**config.mk**
```make
export PLATFORM = sky130hd
export DESIGN_NAME = dual_port_ram_arbiter
export DESIGN_NICKNAME = d
export VERILOG_FILES = /design/src/rtl/dual_port_ram_arbiter.sv
export SDC_FILE = /design/constraint.sdc
export NUM_CORES = 1
export LEC_CHECK = 0
export BUFFER_PORTS_ARGS = -buffer_cell sky130_fd_sc_hd__buf_2
export CAP_MARGIN = 20
export CORE_MARGIN = 2
export CORE_UTILIZATION = 35
export DETAILED_ROUTE_END_ITERATION = 6
export PLACE_DENSITY_LB_ADDON = 0.25
export SYNTH_ARGS = -nofsm -noshare
export SYNTH_HDL_FRONTEND = slang
export SYNTH_SLANG_ARGS = --single-unit
```
**constraint.sdc**
```tcl
create_clock -name clk -period 12.15 [get_ports clk]
set_clock_uncertainty 0.2 [all_clocks]
set_input_delay 3.0375 -clock clk [delete_from_list [all_inputs] [get_ports clk]]
set_output_delay 3.0375 -clock clk [all_outputs]
set_load 0.02 [all_outputs]
```
**src/rtl/dual_port_ram_arbiter.sv**
```systemverilog
// Round-robin arbiter that maps up to two compatible requests per cycle onto
// the two ports of a shared dual-port RAM, registering read data per requester.
module dual_port_ram_arbiter #(
  parameter int NREQ   = 4,
  parameter int ADDR_W = 6,
  parameter int DATA_W = 8,
  parameter int CNT_W  = 16
) (
  input  logic                     clk,
  input  logic                     rst_n,
  input  logic [NREQ-1:0]          req,
  input  logic [NREQ-1:0]          req_we,
  input  logic [NREQ*ADDR_W-1:0]   req_addr,
  input  logic [NREQ*DATA_W-1:0]   req_wdata,
  output logic [NREQ-1:0]          gnt,
  output logic [NREQ-1:0]          rvalid,
  output logic [NREQ*DATA_W-1:0]   rdata,
  output logic [ADDR_W-1:0]        ram_addr_A,
  output logic [DATA_W-1:0]        ram_din_A,
  output logic                     ram_mode_A,
  input  logic [DATA_W-1:0]        ram_dout_A,
  output logic [ADDR_W-1:0]        ram_addr_B,
  output logic [DATA_W-1:0]        ram_din_B,
  output logic                     ram_mode_B,
  input  logic [DATA_W-1:0]        ram_dout_B,
  output logic [CNT_W-1:0]         conflict_cnt
);

  localparam int          PW     = $clog2(NREQ);
  localparam logic [PW:0] NREQ_W = (PW+1)'(NREQ);

  logic [PW-1:0]     r_rr;
  logic [CNT_W-1:0]  r_cnt;
  logic [NREQ-1:0]   r_rvalid;
  logic [DATA_W-1:0] r_rdata [NREQ];

  logic [ADDR_W-1:0] w_addr  [NREQ];
  logic [DATA_W-1:0] w_wdata [NREQ];
  logic              w_a_fnd, w_b_fnd, w_a_v, w_b_v, w_skip;
  logic [PW-1:0]     w_a_idx, w_b_idx, w_next_rr;
  logic [NREQ-1:0]   w_gnt_a, w_gnt_b, w_rd_a, w_rd_b;

  function automatic logic [PW-1:0] f_wrap(input logic [PW:0] v);
    return (v >= NREQ_W) ? PW'(v - NREQ_W) : v[PW-1:0];
  endfunction

  for (genvar g = 0; g < NREQ; g++) begin : g_lane
    assign w_addr[g]                  = req_addr[g*ADDR_W +: ADDR_W];
    assign w_wdata[g]                 = req_wdata[g*DATA_W +: DATA_W];
    assign rdata[g*DATA_W +: DATA_W]  = r_rdata[g];
  end

  // Single scan from rr_ptr: first requester takes port A; later requesters
  // either become port B (first compatible one) or count as conflict skips.
  always_comb begin
    logic [PW-1:0] idx;
    idx     = '0;
    w_a_fnd = 1'b0;
    w_b_fnd = 1'b0;
    w_a_idx = '0;
    w_b_idx = '0;
    w_skip  = 1'b0;
    for (int k = 0; k < NREQ; k++) begin
      idx = f_wrap({1'b0, r_rr} + (PW+1)'(k));
      if (req[idx]) begin
        if (!w_a_fnd) begin
          w_a_fnd = 1'b1;
          w_a_idx = idx;
        end else if (!w_b_fnd) begin
          if (w_addr[idx] != w_addr[w_a_idx] || (!req_we[idx] && !req_we[w_a_idx])) begin
            w_b_fnd = 1'b1;
            w_b_idx = idx;
          end else begin
            w_skip = 1'b1;
          end
        end
      end
    end
  end

  // Gating with rst_n keeps the RAM idle so no write commits during reset.
  assign w_a_v = w_a_fnd & rst_n;
  assign w_b_v = w_b_fnd & rst_n;

  always_comb begin
    w_gnt_a = '0;
    w_gnt_b = '0;
    if (w_a_v) w_gnt_a[w_a_idx] = 1'b1;
    if (w_b_v) w_gnt_b[w_b_idx] = 1'b1;
  end

  assign gnt    = w_gnt_a | w_gnt_b;
  assign w_rd_a = w_gnt_a & ~req_we;
  assign w_rd_b = w_gnt_b & ~req_we;

  assign ram_mode_A = w_a_v & req_we[w_a_idx];
  assign ram_addr_A = w_a_v ? w_addr[w_a_idx]  : '0;
  assign ram_din_A  = w_a_v ? w_wdata[w_a_idx] : '0;
  assign ram_mode_B = w_b_v & req_we[w_b_idx];
  assign ram_addr_B = w_b_v ? w_addr[w_b_idx]  : '0;
  assign ram_din_B  = w_b_v ? w_wdata[w_b_idx] : '0;

  assign w_next_rr = f_wrap({1'b0, (w_b_v ? w_b_idx : w_a_idx)} + (PW+1)'(1));

  always_ff @(posedge clk or negedge rst_n) begin
    if (!rst_n) begin
      r_rr  <= '0;
      r_cnt <= '0;
    end else begin
      if (w_a_v) r_rr <= w_next_rr;
      if (w_skip && r_cnt != '1) r_cnt <= r_cnt + CNT_W'(1);
    end
  end

  always_ff @(posedge clk or negedge rst_n) begin
    if (!rst_n) begin
      r_rvalid <= '0;
      for (int i = 0; i < NREQ; i++) r_rdata[i] <= '0;
    end else begin
      r_rvalid <= w_rd_a | w_rd_b;
      for (int i = 0; i < NREQ; i++) begin
        if (w_rd_a[i])      r_rdata[i] <= ram_dout_A;
        else if (w_rd_b[i]) r_rdata[i] <= ram_dout_B;
      end
    end
  end

  assign rvalid       = r_rvalid;
  assign conflict_cnt = r_cnt;

endmodule

```
==> flow_summary_export.csv, run 1 <==
group,metric,value,unit
yosys,synth_area_per_cell,9.98,um2
yosys,synth-seq-area-share,24.5,%
worst_setup_path,r2r_end,"rdata[27]",
worst_setup_path,r2r_slack,5620,ps
worst_setup_path,critical_path_arrival,8070,ps
place,gp_congestion,0.874,
yosys,synthFlopType,"dfrtp_1",
worst_setup_path,worstPathRequired,8910,ps
floorplanning,rows,45,
worst_setup_path,criticalPathCategory,"primary input to primary output",
sta,whs,293,ps
worst_hold_path,whs_path_depth,1,
yosys,syn_inst,552,
clock_tree,cts_buffers,5,
routing,wire_per_inst,19.5,um
clock_tree,clkTransAtPathRegs,70,ps
power,power,1.98,mW
worst_setup_path,crit_path_end_kind,"primary output",
sta,maxSlewHeadroom,45.9,%
sta,setup_viol,0,
cells_and_area,drive_gt1_share,40.8,%
sta,worst_pin_slew,806,ps
clock_tree,cts.sinks,54,
routing,via_count,5366,
flow_run,maxCapViolations,0,
worst_hold_path,min_from,"rdata[21]",
routing,ant_nets,0,
place,dpl_cell_area,0.00655,mm2
worst_hold_path,hp-class,"flop to flop",
clock_tree,clock_latency,290,ps
clock_tree,cts-hold-fix-buffers,0,
routing,drt-pass1-iter-count,7,
sta,rsz0062_at_grt,"no",
worst_setup_path,crit_path_top_delay_cell,"mux2i_2",
sta,finalCritPeriodShare,93.1,%
cells_and_area,fillers,1468,
yosys,async_flop_share,100,%
cells_and_area,ff_latch_area,0.00135,mm2
clock_tree,cts_root_buf,"clkbuf_16",
cells_and_area,nNetsFinal,782,
floorplanning,core,0.0153,mm2
yosys,yosys_warnings,0,
cells_and_area,multi_input_area,0.00396,mm2
clock_tree,clk_path_buf_depth,2,
yosys,synth-seq-cells,54,
floorplanning,start_util,36.0,%
floorplanning,die_h,129,um
worst_setup_path,cpPeakStageDelay,600,ps
power,p_leak,2.95,nW
worst_setup_path,crit_fanout,45,
sta,max_freq,88.4,MHz
place,place_hpwl,12.9,mm
routing,drtIter0Drc,355,
clock_tree,cts_resized,0,
worst_setup_path,rr_worst_depth,20,
grt,gr-total-overflow,0,
yosys,synth_area,0.00551,mm2
yosys,synthDistinctLibCells,63,
grt,grt_start_max_net_pins,61,
cells_and_area,final_area,0.00672,mm2
routing,wl,17.7,mm
clock_tree,cts_tree,"built",
yosys,netlist.area_leader.share,24.5,%
cells_and_area,post-route-util,43.9,%
grt,grt_pass1_wl,27.7,mm
floorplanning,io_pins,168,
place,numPortBuffers,167,
routing,viasPerCell,5.90,
power,powerDensity,294,mW/mm2
yosys,synth_edf_count,0,
grt,grt_pass1_vias,5345,
worst_hold_path,holdPathEnd,"rdata[21]",
sta,fin_crit,11310,ps
grt,grt_usage,20.6,%
clock_tree,postCtsSetupBuffers,0,
yosys,synth_nets,636,
worst_setup_path,rr_startpoint,"r_rr[0]",
sta,slew_viol_final,0,
floorplanning,die_w,129,um
worst_setup_path,path_cells,"buf_2 > mux2_2 > or2_2 > o21ai_0 > inv_1 > ha_1 > clkinv_1 > mux2i_2 > mux2_2 > a32o_1 > a21oi_1 > nand4b_1 > nor4_2 > buf_4 > o21bai_1 > o41ai_4 > buf_4 > mux2i_1 > o22ai_1 > buf_2",
cells_and_area,area_delta_synth_final,22.1,%
sta,tns,0,ps
run_status,status,"completed",
clock_tree,htreeDepth,2,
floorplanning,dieArea,0.0168,mm2
routing,drc,0,
cells_and_area,num_antenna_cells,0,
power,peakVddDrop,0.000146,V
grt,antenna_found_initial,0,
sta,hold_viol,0,
worst_setup_path,startpoint_type,"primary input",
yosys,synthTopCellsByArea,"dfrtp_1 25%, mux4_2 16%, mux2i_1 9.1%",
yosys,synth_top_area_cell,"dfrtp_1",
per-layer routing:
metal / up-vias / GRT usage (%) / routed length, um
met2: 263 / 35.0 / 8390
met4: 0 / 5.06 / 320
met3: 30 / 4.38 / 1500
met1: 2638 / 27.1 / 7490
li1: 2435 / - / -
met5: - / 0 / 0
where the power goes:
part	internal (mW)	total, mW	switching (mW)
logic	0.651	1.51	0.862
registers	0.252	0.298	0.0452
clock network	0.0984	0.166	0.0675
total	1.00	1.98	0.975
how the worst max path moves through the flow:
stage               cells past startpoint  slack (ps)  startpoint      endpoint
floorplan                              19        1390      req[3]        gnt[1]
global placement                       20        1040      req[3]        gnt[3]
detailed placement                     20         840      req[3]        gnt[3]
CTS                                    20         840      req[3]        gnt[3]
global route                           20         440      req[0]  ram_din_B[2]
finish                                 20         840      req[3]  ram_din_B[0]
cell type report:
class / instances / share of cell area [%]
timing repair buffer: 179 / 13.8
tap: 211 / 3.93
clock buffer: 5 / 1.86
sequential: 54 / 20.1
clock inverter: 3 / 0.707
inverter: 13 / 0.726
multi-input combinational: 445 / 58.9
layout by cell type, fill, tap and decap left out, types with 9 or more instances in the layout:
master,Yosys,routed
inv_1,12,12
mux2_2,40,40
nor2b_1,19,19
nor4_1,9,9
o22a_1,16,16
dfrtp_1,54,53
xnor2_1,16,16
buf_2,12,167
nand2_1,36,36
and3_1,11,11
mux4_2,38,38
nor2_1,23,22
a211oi_1,12,12
a21oi_1,10,9
xor2_1,16,16
mux2i_1,50,50
buf_4,0,12
o21ai_0,27,26
o22ai_1,16,16
state kept, by name (all words and copies together) (netlist names):
signal        flops
rdata            32
conflict_cnt     16
rvalid            4
r_rr              2
critical path, delay by kind of cell:
kind	cells	cell delay, ps
simple gates	3	510
buf+inv	6	1620
compound gates	6	1020
mux	4	1530
fa+ha+maj	1	270
cells by family (layout without fill, tap and decap cells):
logic type	after synthesis	count (layout)	share of synthesized area, %
fa+ha+maj	2	2	0.454
flops	54	54	24.5
compound gates	129	129	17.6
simple gates	149	149	14.5
buf+inv	53	200	3.89
xor+xnor	32	32	5.09
mux	133	133	33.9
cell usage after synthesis, types with 3 or more instances:
cell      instances
o21ai_1           3
o22a_1           16
nor2b_1          19
clkbuf_1         26
a21boi_0          3
mux4_2           38
nand2_1          36
or3b_2            3
a211oi_1         12
a221o_1           8
o22ai_1          16
buf_2            12
or2_2             4
or3_1             4
dfrtp_1          54
mux2_2           40
mux2_1            4
o21a_1            3
nor4_1            9
xor2_1           16
inv_1            12
nand2b_1          5
and3_1           11
nor3_1            7
and2_1            3
nand3_1           8
nor2_1           23
nand4_1           7
a21oi_1          10
o21ai_0          27
mux2i_1          50
a31oi_1           5
xnor2_1          16
metrics by stage:
stage | instances | worst slack, ps
after floorplan | 552 | 1390
after global placement | 902 | 1040
after detailed placement | 902 | 844
after CTS | 910 | 838
after global routing | 910 | 439
final | 910 | 841
Note: power is estimated with default switching activity, not from simulation.
==> run 2, diff against run 1 <==
--- a/config.mk
+++ b/config.mk
@@ -8,8 +8,9 @@
 export BUFFER_PORTS_ARGS = -buffer_cell sky130_fd_sc_hd__buf_2
 export CAP_MARGIN = 20
 export CORE_MARGIN = 2
-export CORE_UTILIZATION = 35
+export CORE_UTILIZATION = 23
 export DETAILED_ROUTE_END_ITERATION = 6
+export GPL_TIMING_DRIVEN = 0
 export PLACE_DENSITY_LB_ADDON = 0.25
 export SYNTH_ARGS = -nofsm -noshare
 export SYNTH_HDL_FRONTEND = slang
==> flow_summary_export.csv, run 2 (synthesized netlist as in run 1, its figures left out) <==
group,metric,value,unit
worst_hold_path,min_from,"rdata[20]",
clock_tree,cts_buffers,5,
worst_setup_path,criticalPathCategory,"primary input to primary output",
power,peakVddDrop,0.000110,V
routing,highest_layer,"met4",
sta,tns,0,ps
clock_tree,clk_path_buf_depth,2,
clock_tree,clkTransAtPathRegs,70,ps
run_status,status,"completed",
floorplanning,start_util,23.5,%
routing,wire_per_inst,19.2,um
sta,layout_setup_ws,448,ps
sta,finalCritPeriodShare,96.3,%
worst_setup_path,path_cells,"buf_2 > clkbuf_1 > mux2_2 > or2_2 > o21ai_0 > inv_1 > ha_1 > clkinvlp_4 > mux4_2 > xor2_1 > nor4_1 > a211oi_1 > or2_2 > nor3_1 > and4b_1 > nor2_2 > buf_2 > clkbuf_2 > o22ai_1 > buf_2",
routing,dr_wl_met2,9.43,mm
routing,wl_met3,1.28,mm
worst_setup_path,worst_path_most_repeated_cell,"buf_2",
routing,wl,20.2,mm
worst_setup_path,rr_startpoint,"r_rr[0]",
sta,maxSlewHeadroom,40.9,%
power,p_clk_share,7.5,%
cells_and_area,instances_no_fill,1051,
floorplanning,core,0.0235,mm2
clock_tree,cts.sinks,54,
worst_setup_path,rr_worst_depth,23,
sta,hold_viol,0,
grt,grt_start_max_net_pins,61,
floorplanning,die_h,159,um
worst_hold_path,holdPathEnd,"rdata[20]",
sta,fin_crit,11700,ps
clock_tree,cts_root_buf,"clkbuf_16",
power,power,2.08,mW
grt,grt_usage,15.6,%
cells_and_area,layout_common_cells,"175 x buf_2, 54 x dfrtp_1, 50 x mux2i_1",
cells_and_area,num_antenna_cells,0,
cells_and_area,nNetsFinal,815,
worst_setup_path,cpPeakStageDelay,530,ps
grt,grt_pass1_vias,5505,
worst_hold_path,hp-class,"flop to flop",
cells_and_area,final_common_cell,"buf_2",
worst_setup_path,crit_path_top_delay_cell,"mux4_2",
worst_setup_path,crit_fanout,10,
clock_tree,htreeDepth,2,
power,powerDensity,297,mW/mm2
grt,antenna_found_initial,0,
worst_setup_path,cp-startpoint,"req[3]",
sta,worst_pin_slew,884,ps
worst_setup_path,worstPathRequired,8910,ps
worst_setup_path,r2r_slack,5030,ps
worst_setup_path,crit_family,"simple AND/OR/NAND/NOR gates",
grt,gr-total-overflow,0,
routing,drc,0,
place,gp_congestion,0.809,
floorplanning,io_pins,168,
routing,drt-met1-wl,9.30,mm
worst_setup_path,startpoint_type,"primary input",
routing,via_count,5412,
sta,setup_viol,0,
worst_setup_path,critical_path_arrival,8460,ps
sta,slew_viol_final,0,
power,pwr-share-comb,78.0,%
worst_setup_path,crit_path_end_kind,"primary output",
power,internal_power,1.03,mW
place,post-place-ws,-261,ps
floorplanning,rows,56,
routing,drt-pass1-iter-count,5,
cells_and_area,largest_register_ffs,32,
power,swShare,50.7,%
floorplanning,die_w,159,um
flow_run,maxCapViolations,0,
place,place_hpwl,15.3,mm
grt,grt_pass1_wl,32.1,mm
floorplanning,dieArea,0.0252,mm2
sta,rsz0062_at_grt,"no",
power,p_leak,3.01,nW
place,dp.cells,1036,
cells_and_area,drive_gt1_share,39.3,%
sta,max_freq,85.5,MHz
worst_setup_path,cp_num_buf_inv,7,
sta,whs,291,ps
worst_hold_path,whs_path_depth,1,
routing,drtIter0Drc,343,
clock_tree,clock_latency,300,ps
power,seqPwrFrac,14.5,%
clock_tree,cts_tree,"built",
cells_and_area,area_delta_synth_final,26.9,%
worst_setup_path,r2r_end,"rdata[28]",
power,power.switching,1.05,mW
routing,ant_nets,0,
place,numPortBuffers,164,
routing,viasPerCell,5.15,
run 2: power groups by stage:
stage,logic (mW),clock network [mW],registers (mW)
6_report,1.62,0.156,0.301
5_1_grt,1.75,0.167,0.311
4_1_cts,1.60,0.163,0.302
3_5_place_dp,1.58,0,0.303
3_3_place_gp,1.58,0,0.302
2_1_floorplan,1.07,0,0.380
run 2: timing repair:
item | in CTS | in global routing
buffers inserted | 0 | 7
endpoints found under the setup margin | 16 | 16
resized for setup | 2 | 4
pin swaps | 0 | 2
hold buffers | 0 | 0
run 2: final cells by class:
class | count | area [um2]
fillers | 2513 | 16500
multi-input cells | 445 | 3970
flip-flops and latches | 54 | 1350
repair buffers | 172 | 887
well taps | 319 | 399
plain buffers | 40 | 166
clock buffers | 7 | 153
inverters | 13 | 52.6
clock inverters | 1 | 8.76
run 2: how the worst max path moves through the flow:
stage	to	slack [ps]	cells after the start
global placement	ram_din_B[0]	-390	21
floorplan	gnt[1]	1390	19
global route	ram_din_B[0]	110	20
detailed placement	ram_din_B[0]	-260	21
CTS	ram_din_B[0]	50	20
finish	ram_addr_B[4]	450	20
run 2: metal layers:
metal,global-route usage [%],vias to the layer above
li1,-,2504
met3,2.77,13
met5,0,-
met2,25.6,201
met1,21.8,2694
met4,2.63,0
run 2: metrics by stage:
stage	cell area, um2	util, %
after detailed placement	6740	28.7
after global routing	6990	29.8
after CTS	6920	29.5
after floorplan	5510	-
final	6990	29.8
after global placement	6730	28.7
run 2: worst reg2reg max path, stage by stage, from the launching register on:
cell,delay [ps]
dfrtp_1,400
clkbuf_1,280
buf_2,320
buf_2,340
buf_2,370
buf_2,340
nand2_1,80
o21ai_0,120
o21ai_0,180
inv_1,120
ha_1,310
clkinvlp_4,290
mux2_2,450
o31ai_4,310
buf_4,200
mux4_2,510
xor2_1,180
nor2_1,110
nand3_1,130
nand2b_1,140
o41ai_4,600
o21ai_1,270
a21oi_4,380
mux2_2,390
